--- src/rtl/cordic_vector.sv ---
// cordic_vector: iterative CORDIC in vectoring mode. Converts a signed
// cartesian vector (x_in, y_in) into an unsigned phase (65536 LSB per turn)
// and a gain-compensated magnitude, one micro-rotation per clock.
//
// Ports:
//   clk, rstn            clock (rising edge), asynchronous active-low reset
//   x_in, y_in           signed 16-bit input vector, sampled on accept
//   in_valid, in_ready   input handshake; in_ready is high only when idle
//   phase, mag           registered results, held until taken
//   out_valid, out_ready output handshake
module cordic_vector #(
  parameter int unsigned ITER = 12,
  parameter int unsigned KN   = 19898
) (
  input  logic               clk,
  input  logic               rstn,
  input  logic signed [15:0] x_in,
  input  logic signed [15:0] y_in,
  input  logic               in_valid,
  output logic               in_ready,
  output logic        [15:0] phase,
  output logic        [15:0] mag,
  output logic               out_valid,
  input  logic               out_ready
);

  localparam int unsigned DW = 16;
  localparam int unsigned XW = 18;
  localparam int unsigned IW = $clog2(ITER + 1);
  localparam int unsigned PW = 36;
  localparam int unsigned SW = PW - 15;
  localparam logic signed [PW-1:0] KN_S = PW'(KN);

  typedef enum logic [1:0] {ST_IDLE, ST_ITER, ST_SCALE, ST_DONE} state_e;

  state_e               state_q, state_d;
  logic signed [XW-1:0] x_q, x_d, y_q, y_d;
  logic        [DW-1:0] z_q, z_d;
  logic        [IW-1:0] i_q, i_d;
  logic                 zero_q, zero_d;
  logic        [DW-1:0] phase_q, phase_d, mag_q, mag_d;
  logic                 out_valid_q, out_valid_d;
  logic                 in_ready_q, in_ready_d;

  logic signed [XW-1:0] x_sh_c, y_sh_c;
  logic        [DW-1:0] atan_c;
  logic signed [PW-1:0] prod_c;
  logic signed [SW-1:0] scaled_c;
  logic        [DW-1:0] mag_sat_c;

  // atan(2^-i) in phase LSBs
  function automatic logic [DW-1:0] atan_lut(input logic [IW-1:0] idx);
    case (idx)
      IW'(0):  atan_lut = 16'd8192;
      IW'(1):  atan_lut = 16'd4836;
      IW'(2):  atan_lut = 16'd2555;
      IW'(3):  atan_lut = 16'd1297;
      IW'(4):  atan_lut = 16'd651;
      IW'(5):  atan_lut = 16'd326;
      IW'(6):  atan_lut = 16'd163;
      IW'(7):  atan_lut = 16'd81;
      IW'(8):  atan_lut = 16'd41;
      IW'(9):  atan_lut = 16'd20;
      IW'(10): atan_lut = 16'd10;
      IW'(11): atan_lut = 16'd5;
      default: atan_lut = 16'd0;
    endcase
  endfunction

  // Micro-rotation operands and gain-compensated, saturated magnitude
  always_comb begin
    x_sh_c   = x_q >>> i_q;
    y_sh_c   = y_q >>> i_q;
    atan_c   = atan_lut(i_q);
    prod_c   = PW'(x_q) * KN_S;
    scaled_c = SW'(prod_c >>> 15);
    if (scaled_c[SW-1]) begin
      mag_sat_c = '0;
    end else if (|scaled_c[SW-2:DW]) begin
      mag_sat_c = '1;
    end else begin
      mag_sat_c = scaled_c[DW-1:0];
    end
  end

  // Next-state and datapath updates
  always_comb begin
    state_d     = state_q;
    x_d         = x_q;
    y_d         = y_q;
    z_d         = z_q;
    i_d         = i_q;
    zero_d      = zero_q;
    phase_d     = phase_q;
    mag_d       = mag_q;
    out_valid_d = out_valid_q;
    in_ready_d  = in_ready_q;
    case (state_q)
      ST_IDLE: begin
        if (in_valid && in_ready_q) begin
          // Fold left half-plane into the right so the iterations converge
          if (x_in[15]) begin
            x_d = -XW'(x_in);
            y_d = -XW'(y_in);
            z_d = 16'h8000;
          end else begin
            x_d = XW'(x_in);
            y_d = XW'(y_in);
            z_d = '0;
          end
          zero_d     = (x_in == 16'sd0) && (y_in == 16'sd0);
          i_d        = '0;
          in_ready_d = 1'b0;
          state_d    = ST_ITER;
        end
      end
      ST_ITER: begin
        if (!y_q[XW-1]) begin
          x_d = x_q + y_sh_c;
          y_d = y_q - x_sh_c;
          z_d = z_q + atan_c;
        end else begin
          x_d = x_q - y_sh_c;
          y_d = y_q + x_sh_c;
          z_d = z_q - atan_c;
        end
        i_d = i_q + IW'(1);
        if (i_q == IW'(ITER - 1)) begin
          state_d = ST_SCALE;
        end
      end
      ST_SCALE: begin
        // A zero vector has no defined angle; report all-zero instead
        phase_d     = zero_q ? '0 : z_q;
        mag_d       = zero_q ? '0 : mag_sat_c;
        out_valid_d = 1'b1;
        state_d     = ST_DONE;
      end
      ST_DONE: begin
        if (out_ready) begin
          out_valid_d = 1'b0;
          in_ready_d  = 1'b1;
          state_d     = ST_IDLE;
        end
      end
      default: begin
        state_d = ST_IDLE;
      end
    endcase
  end

  // State register
  always_ff @(posedge clk or negedge rstn) begin
    if (!rstn) begin
      state_q     <= ST_IDLE;
      x_q         <= '0;
      y_q         <= '0;
      z_q         <= '0;
      i_q         <= '0;
      zero_q      <= 1'b0;
      phase_q     <= '0;
      mag_q       <= '0;
      out_valid_q <= 1'b0;
      in_ready_q  <= 1'b1;
    end else begin
      state_q     <= state_d;
      x_q         <= x_d;
      y_q         <= y_d;
      z_q         <= z_d;
      i_q         <= i_d;
      zero_q      <= zero_d;
      phase_q     <= phase_d;
      mag_q       <= mag_d;
      out_valid_q <= out_valid_d;
      in_ready_q  <= in_ready_d;
    end
  end

  assign in_ready  = in_ready_q;
  assign phase     = phase_q;
  assign mag       = mag_q;
  assign out_valid = out_valid_q;

endmodule
--- config.mk ---
export PLATFORM = sky130hd
export DESIGN_NAME = cordic_vector
export DESIGN_NICKNAME = d
export VERILOG_FILES = /design/src/rtl/cordic_vector.sv
export SDC_FILE = /design/constraint.sdc
export NUM_CORES = 1
export LEC_CHECK = 0
export CORE_ASPECT_RATIO = 0.5
export CORE_MARGIN = 5
export CORE_UTILIZATION = 55
export CTS_CLUSTER_DIAMETER = 30
export DETAILED_ROUTE_END_ITERATION = 10
export PLACE_DENSITY = 0.74
export SETUP_SLACK_MARGIN = 0.5
export SLEW_MARGIN = 10
export SYNTH_ARGS = -nofsm -noshare
export SYNTH_HDL_FRONTEND = slang
export SYNTH_SLANG_ARGS = --single-unit
export TNS_END_PERCENT = 100
--- constraint.sdc ---
create_clock -name clk -period 6.8 [get_ports clk]
set_input_delay 0.68 -clock clk [delete_from_list [all_inputs] [get_ports clk]]
set_output_delay 0.68 -clock clk [all_outputs]
set_load 0.03 [all_outputs]
# Word level (Yosys, flattened, before mapping)
# Memory sizes are Yosys's and may differ from the RTL's.
# Cells that the tools add are included.
# word_totals
reg_bits,93
rom_bits,224
in_bits,36
output_inout_bits,34
word_cells,71
mem_count,1
# op_classes
n_addsub,9
mul,1
n_eq_ne,7
shift,2
mux,27
n_reduce_logical,14
# memory_table
memory,depth,width,rd,rd_clocked_by_memory_dff,wr,line_no,source
(no name shown),16,14,1,0,0,53,case (idx)
# op_table
cell,n
2-to-1 mux 16 bit,7
2-to-1 mux 18 bit,6
one-hot mux 18 bit (2 select lines),2
adder 18 bit,2
negator 16 -> 18 bit,2
>>> shifter 18 x 4 -> 18 bit,2
subtractor 18 bit,2
"multiplier 18 x 15 -> 33 bit, second input constant",1
zero test 16 bit,2
one-hot mux 16 bit (2 select lines),1
adder 16 bit,1
subtractor 16 bit,1
one-hot mux 2 bit (4 select lines),1
one-hot mux 4 bit (2 select lines),1
2-to-1 mux 2 bit,3
"inequality test 2 bit, second input constant",3
AND reduction 2 bit,3
AND reduction 3 bit,2
nonzero test 2 bit,3
"adder 4 x 1 -> 4 bit, second input constant",1
"== test 2 bit, second input constant",2
"== test 4 bit, second input constant",1
2-to-1 mux 4 bit,1
one-hot mux 1 bit (2 select lines),2
other kinds (5),8

# Logic depth before layout (Yosys ltp)
# Gate-level depths: netlist of the first run.
# depth
ltp_word,5
mapped_depth,24
depth_no_buf,22

# Worst setup path after synthesis of the first run
# Ideal clock, no wire load.
# synth_timing
path_kind,reg-to-reg
start,register x_q[10]
end,register mag_q[0] (netlist: mag[0])
setup_time_ns,0.132
arrival_time_ns,6.088
required_time_ns,6.668
setup_slack_ns,0.581
path_stages_with_launch,22
path_buffers,1
period_less_slack_ns,6.219
cell_sequence,dfrtp_1 -> ha_1 -> inv_1 -> fa_1 -> inv_1 -> fa_1 -> fa_1 -> fa_1 -> inv_1 -> fa_1 -> inv_1 -> ha_1 -> and3_1 -> and3_1 -> nand3_1 -> o31ai_1 -> a21o_1 -> a211oi_1 -> or3_1 -> nand3_1 -> clkbuf_1 -> o2bb2ai_1
# synth_via
elab_chain_cells,5
# synth_lines
element,line_no,source
from (decl),37,"logic signed [XW-1:0] x_q, x_d, y_q, y_d;"
from (signal assigned),156,x_q <= '0;
from (signal assigned),167,x_q <= x_d;
multiplier 18 x 15 -> 33 bit *,75,prod_c = PW'(x_q) * KN_S;
OR reduction 4 bit,79,end else if (|scaled_c[SW-2:DW]) begin
2-to-1 mux 16 bit,79,
2-to-1 mux 16 bit *,77,if (scaled_c[SW-1]) begin
2-to-1 mux 16 bit *,135,mag_d = zero_q ? '0 : mag_sat_c;
to (signal assigned),173,mag_q <= mag_d;
to (decl),41,"logic [DW-1:0] phase_q, phase_d, mag_q, mag_d;"
# Mark *: on every way between the ends. The rest lies on a longest branch, timed or not.
# A chain may end at the register's enable or synchronous reset.

# Final worst setup path of the first run
# layout_timing
start,register x_q[10]
end,register mag_q[14] (netlist: mag[14])
# Same word-level chain as after synthesis.

==> results of run 1 <==
cells by family after synthesis:
group	share of synthesized area (%)
buffers and inverters	8.71
adders and majority gates	30.6
DFF	15.5
and+or+nand+nor	14.0
xor gates and xnor gates	6.58
AOI/OAI and AO/OA	17.5
muxes	7.16
final cells by class:
cell class | instances | area (µm²) | area share [%]
repair buffers | 97 | 898 | 5.45
multi-input cells | 1326 | 11500 | 69.7
flip-flops and latches | 93 | 2340 | 14.2
inverters | 266 | 998 | 6.06
clock inverters | 7 | 86.3 | 0.524
well taps | 352 | 440 | 2.67
clock buffers | 9 | 225 | 1.37
state kept, by name (all words and copies together) (netlist names), 2 cells and up:
register and count:
mag 16, state_q 2, z_q 16, phase 16, x_q 18, i_q 4
y_q 18
power by group through the flow:
stage | Combinational, mW | Clock, mW | Sequential, mW
final | 0.492 | 0.552 | 0.564
after global routing | 0.562 | 0.581 | 0.565
after CTS | 0.489 | 0.564 | 0.564
after detailed placement | 0.486 | 0 | 0.575
after global placement | 0.481 | 0 | 0.575
after floorplan | 0.361 | 0 | 0.573
path summary, 6_finish.rpt:
kind	endpoint	cells past startpoint	slack, ns	startpoint
worst max-delay path	mag[14]	20	0.79	x_q[10]
worst min-delay path	mag[11]	1	0.30	rstn
worst max register to register	mag[14]	20	0.79	x_q[10]
worst min register to register	phase[1]	2	0.49	phase[1]
max in group asynchronous	i_q[1]	2	5.33	rstn
min in group clk	phase[1]	2	0.49	phase[1]
critical path, delay by kind of cell (launching register included):
kind                     cells  cell delay [ns]
adder cells (fa/ha/maj)      7             3.27
AND/OR/NAND/NOR              5             1.09
AO/OA/AOI/OAI                4             0.79
flip-flops                   1             0.50
buffers and inverters        4             0.24
per-layer routing:
metal / vias to the layer above / track usage [%]
met3: 56 / 5.38
met5: - / 0
li1: 6122 / -
met4: 0 / 6.07
met2: 376 / 38.9
met1: 6111 / 37.0
Yosys cell counts (all sizes together), types with 18 or more instances:
| master | n |
|---|---|
| inv | 263 |
| ha | 174 |
| nor2 | 148 |
| nand2 | 122 |
| fa | 121 |
| o21ai | 113 |
| a21oi | 109 |
| dfrtp | 92 |
| xnor2 | 73 |
| clkbuf | 45 |
| xor2 | 40 |
| nor3 | 31 |
| mux2i | 30 |
| mux4 | 30 |
| buf | 24 |
| nand3 | 24 |
| a21o | 22 |
| o31ai | 20 |
| nand2b | 19 |
| a211oi | 18 |
per-stage QoR:
stage / utilization, % / std cells
finish: 61.7 / 2150
floorplan: - / 1754
global placement: 60.3 / 2134
global route: 61.7 / 2150
detailed placement: 60.3 / 2134
CTS: 61.5 / 2150
what timing repair did:
| action | in CTS | in global routing |
|---|---|---|
| pin swaps | 0 | 1 |
| gates resized for setup | 1 | 17 |
| setup endpoints to repair | 16 | 16 |
==> results.toml, run 1 <==
[routing]
drtPass1Iterations = 5
ant_nets = 0
route.top_layer_used = "met4"
wl_per_cell_um = 18.0
wl_um = 38700
drt-initial-drc-count = 1088
wl_met1_um = 18200
drcViolationCount = 0
routed-wl-met2_um = 16900
vias = 12700
met3_length_um = 2710
viasPerCell = 5.89

[placed_design]
post_dp_cell_area_um2 = 16100
numPortBuffers = 69
hpwl_um = 30700
routabilityCongestion = 1.02
post-place-ws_ns = 0.401

[global_routing]
grt_use_total_pct = 25.4
grt_pass1_wl_um = 63700
antenna_found_initial = 0
grt_pass1_vias = 12100
grt_max_degree = 53
gr-total-overflow = 0

[logic_synthesis]
synthArstFlopShare_pct = 100
syn-num-nets = 2085
synth_warnings = 0
yosysSeqAreaShare_pct = 15.5
syn-cell-area_um2 = 15000
netlist_instances = 1754
synthDistinctLibCells = 81
synthFlopType = "dfrtp_1"
ys_top_cells_by_area = "fa_1, dfrtp_1, ha_1"
ys_ff_latch = 93
synth_top_area_share_pct = 16.1
synth_edf_count = 0
syn_area_per_cell_um2 = 8.58
synth_top_area_cell = "fa_1"

[final_layout]
n_fill_cell = 2359
antenna_cells = 0
drive_above_1_share_pct = 6.45
fin_area_um2 = 16500
final_cell_mix = "inv_1, ha_1, nor2_1"
area_growth_syn_to_layout_pct = 9.47
mostFrequentLayoutCell = "inv_1"
finish.net_count = 2124

[floorplanning]
ioPinCount = 70
start_util_pct = 56.4
die_area_um2 = 31000
rows = 42
fp.dieH_um = 127
die_w_um = 244
core_area_um2 = 26700

[cts]
tritoncts = "done"
postCtsSetupBuffers = 0
path_clk_slew_ns = 0.09
root_buffer = "clkbuf_16"
ctsHtreeMaxLevel = 3
holdBufCountCts = 0
clock_path_buffers = 2
numCtsBuffers = 9
clock-sinks = 93
worstSkewPairLatency_ns = 0.38

[timing]
whs_ns = 0.303
finalHoldViolCount = 0
setup_tns_ns = 0
min_period_ns = 6.01
worst_slack_ns = 0.785
setup-violations-final = 0
slew-limit-headroom_pct = 17.9
rsz0062_at_grt = "true"
fmax_ghz = 0.166
skew_ns = 0.0137
fin_crit_sh_pct = 88.5
slew_viol_final = 0
worstMarginPinSlew_ns = 1.23

[critical_path]
path_class = "reg -> reg"
required_ns = 7.05
end_kind = "flop"
worstPathCellList = "ha_1 -> inv_1 -> fa_1 -> inv_1 -> fa_1 -> fa_1 -> fa_1 -> inv_1 -> fa_1 -> inv_1 -> ha_1 -> and3_1 -> and3_1 -> nand3_1 -> o31ai_2 -> a21o_1 -> a211oi_2 -> or3_1 -> nand3_4 -> a22oi_1"
crit_slowest_cell = "fa_1"
cpPeakStageDelay_ns = 0.56
worstPathArrival_ns = 6.27
critPathMaxFanout = 16
crit_top_cell = "fa_1"
start_kind = "flop"

[power_and_ir_drop]
clock_power_share_pct = 34.3
pwr-share-comb_pct = 30.6
power_mw = 1.61
netSwitchingFraction_pct = 35.4
ir_drop_mv = 0.119
sequentialPowerShare_pct = 35.1
internal-power_mw = 1.04
powerDensity_nw_per_um2 = 97.6
power_switching_mw = 0.570
leakage_nw = 7.77

[status]
outcome = "completed"

[job]
drv_cap = 0

[hold_path]
hp-class = "in -> async"
(Power assumes the default switching activity.)
==> inputs of run 2 (changes only) <==
--- a/config.mk
+++ b/config.mk
@@ -10,6 +10,8 @@
 export CORE_UTILIZATION = 55
 export CTS_CLUSTER_DIAMETER = 30
 export DETAILED_ROUTE_END_ITERATION = 10
+export GPL_ROUTABILITY_DRIVEN = 0
+export GPL_TIMING_DRIVEN = 0
 export PLACE_DENSITY = 0.74
 export SETUP_SLACK_MARGIN = 0.5
 export SLEW_MARGIN = 10
==> results.toml, run 2 (synthesis gave the netlist of run 1 again) <==
[status]
outcome = "completed"

[final_layout]
area_growth_syn_to_layout_pct = 12.3
mostFrequentLayoutCell = "inv_1"
drive_above_1_share_pct = 7.88
antenna_cells = 0
finish.net_count = 2192
fin_area_um2 = 16900
post-route-util_pct = 63.3
final_cell_mix = "inv_1, ha_1, nor2_1"
largest_registers = "x_q (18), y_q (18)"
n_fill_cell = 2267

[routing]
vias = 13600
viasPerCell = 6.11
drtPass1Iterations = 7
wl_per_cell_um = 20.2
wl_um = 44700
drcViolationCount = 0
ant_nets = 0
drt-initial-drc-count = 1678

[floorplanning]
rows = 42
die_w_um = 244
ioPinCount = 70
die_area_um2 = 31000
core_area_um2 = 26700
fp.dieH_um = 127
start_util_pct = 56.4

[critical_path]
crit_slowest_cell = "dfrtp_2"
cp_num_buf_inv = 5
critPathMaxFanout = 13
start_kind = "flop"
cp_top_family = "adder cells"
end_kind = "flop"
reg2reg_to = "mag[0]"
crit_start = "x_q[14]"
worstPathCellList = "ha_1 -> inv_1 -> fa_1 -> inv_1 -> fa_1 -> fa_1 -> fa_1 -> inv_1 -> fa_1 -> inv_1 -> ha_1 -> and3_1 -> and3_1 -> nand3_1 -> o31ai_4 -> a21o_4 -> a211oi_4 -> or3_4 -> nand3_4 -> buf_6 -> o2bb2ai_1"
required_ns = 7.07
crit_path_end = "mag[0]"
cpPeakStageDelay_ns = 0.57
path_class = "reg -> reg"
r2r-start = "x_q[14]"
rr_worst_depth = 21
path_depth = 21
crit_top_cell = "fa_1"
worstPathArrival_ns = 6.35
r2r_slack_ns = 0.72

[placed_design]
numPortBuffers = 69
hpwl_um = 34900
post_dp_cell_area_um2 = 16200
post-place-ws_ns = -0.266

[power_and_ir_drop]
leakage_nw = 7.92
power_mw = 1.62
ir_drop_mv = 0.133
powerDensity_nw_per_um2 = 95.8

[timing]
fmax_ghz = 0.165
slew_viol_final = 0
setup-violations-final = 0
min_period_ns = 6.08
whs_ns = 0.293
worstMarginPinSlew_ns = 1.22
finalHoldViolCount = 0
slew-limit-headroom_pct = 18.1
skew_ns = 0.0159
fin_crit_sh_pct = 89.3
worst_slack_ns = 0.725
rsz0062_at_grt = "false"

[global_routing]
gr-total-overflow = 0
grt_max_degree = 52
grt_use_met3_pct = 6.70
grtUsageMet1_pct = 40.8
busiest_layer = "met2"
antenna_found_initial = 0
grt_pass1_vias = 13000
grt_use_total_pct = 28.7
grt_pass1_wl_um = 70500
met2_usage_pct = 43.7

[cts]
path_clk_slew_ns = 0.07
root_buffer = "clkbuf_16"
tritoncts = "done"
clock-sinks = 93
ctsHtreeMaxLevel = 3
worstSkewPairLatency_ns = 0.39
numCtsBuffers = 9
clock_path_buffers = 2
holdBufCountCts = 0

[job]
drv_cap = 0

[hold_path]
hp-class = "in -> async"
==> run 2: timing repair <==
| item | in CTS | in global routing |
|---|---|---|
| setup endpoints to repair | 16 | 16 |
| gates resized for setup | 25 | 26 |
| pin swaps | 1 | 3 |
| buffers inserted | 19 | 7 |
==> run 2: area by class of cell <==
type	instances	area (µm²)	area share, %
Sequential cell	93	2350	13.9
Buffer	69	325	1.93
Clock buffer	9	225	1.33
Tap cell	352	440	2.61
Inverter	266	998	5.91
Timing Repair Buffer	96	911	5.39
Clock inverter	7	70.1	0.415
Multi-Input combinational cell	1326	11600	68.5
==> run 2: metrics by stage <==
stage,std cells,TNS (ns)
CTS,2211,0
finish,2218,0
detailed placement,2176,-2.80
global placement,2175,-2.17
floorplan,1754,0
global route,2218,0
==> run 2: how the worst min path moves through the flow <==
| stage | startpoint | endpoint |
|---|---|---|
| after CTS | rstn | mag[0] |
| final | rstn | mag[0] |
| after detailed placement | mag[1] | mag[1] |
| after floorplan | rstn | i_q[0] |
| after global placement | mag[15] | mag[15] |
| after global routing | rstn | mag[0] |
==> run 2: report_power, final <==
part / internal, mW / leakage (nW) / switching (mW)
clock network: 0.258 / 0.147 / 0.275
registers: 0.556 / 1.23 / 0.0117
logic: 0.228 / 6.54 / 0.290
==> run 2: worst register-to-register path: stages, from the launching register on <==
cell and delay (ns):
dfrtp_2 0.57, ha_1 0.36, inv_1 0.06, fa_1 0.49, inv_1 0.06, fa_1 0.52
fa_1 0.44, fa_1 0.55, inv_1 0.06, fa_1 0.53, inv_1 0.04, ha_1 0.35
and3_1 0.20, and3_1 0.18, nand3_1 0.12, o31ai_4 0.35, a21o_4 0.24, a211oi_4 0.08
or3_4 0.40, nand3_4 0.14, buf_6 0.16, o2bb2ai_1 0.08
==> run 2: routing by layer <==
metal | vias up | part of all wire (%)
li1 | 6264 | -
met1 | 6515 | 44
met2 | 638 | 43
met3 | 134 | 9.8
met4 | 0 | 3.5
met5 | - | 0
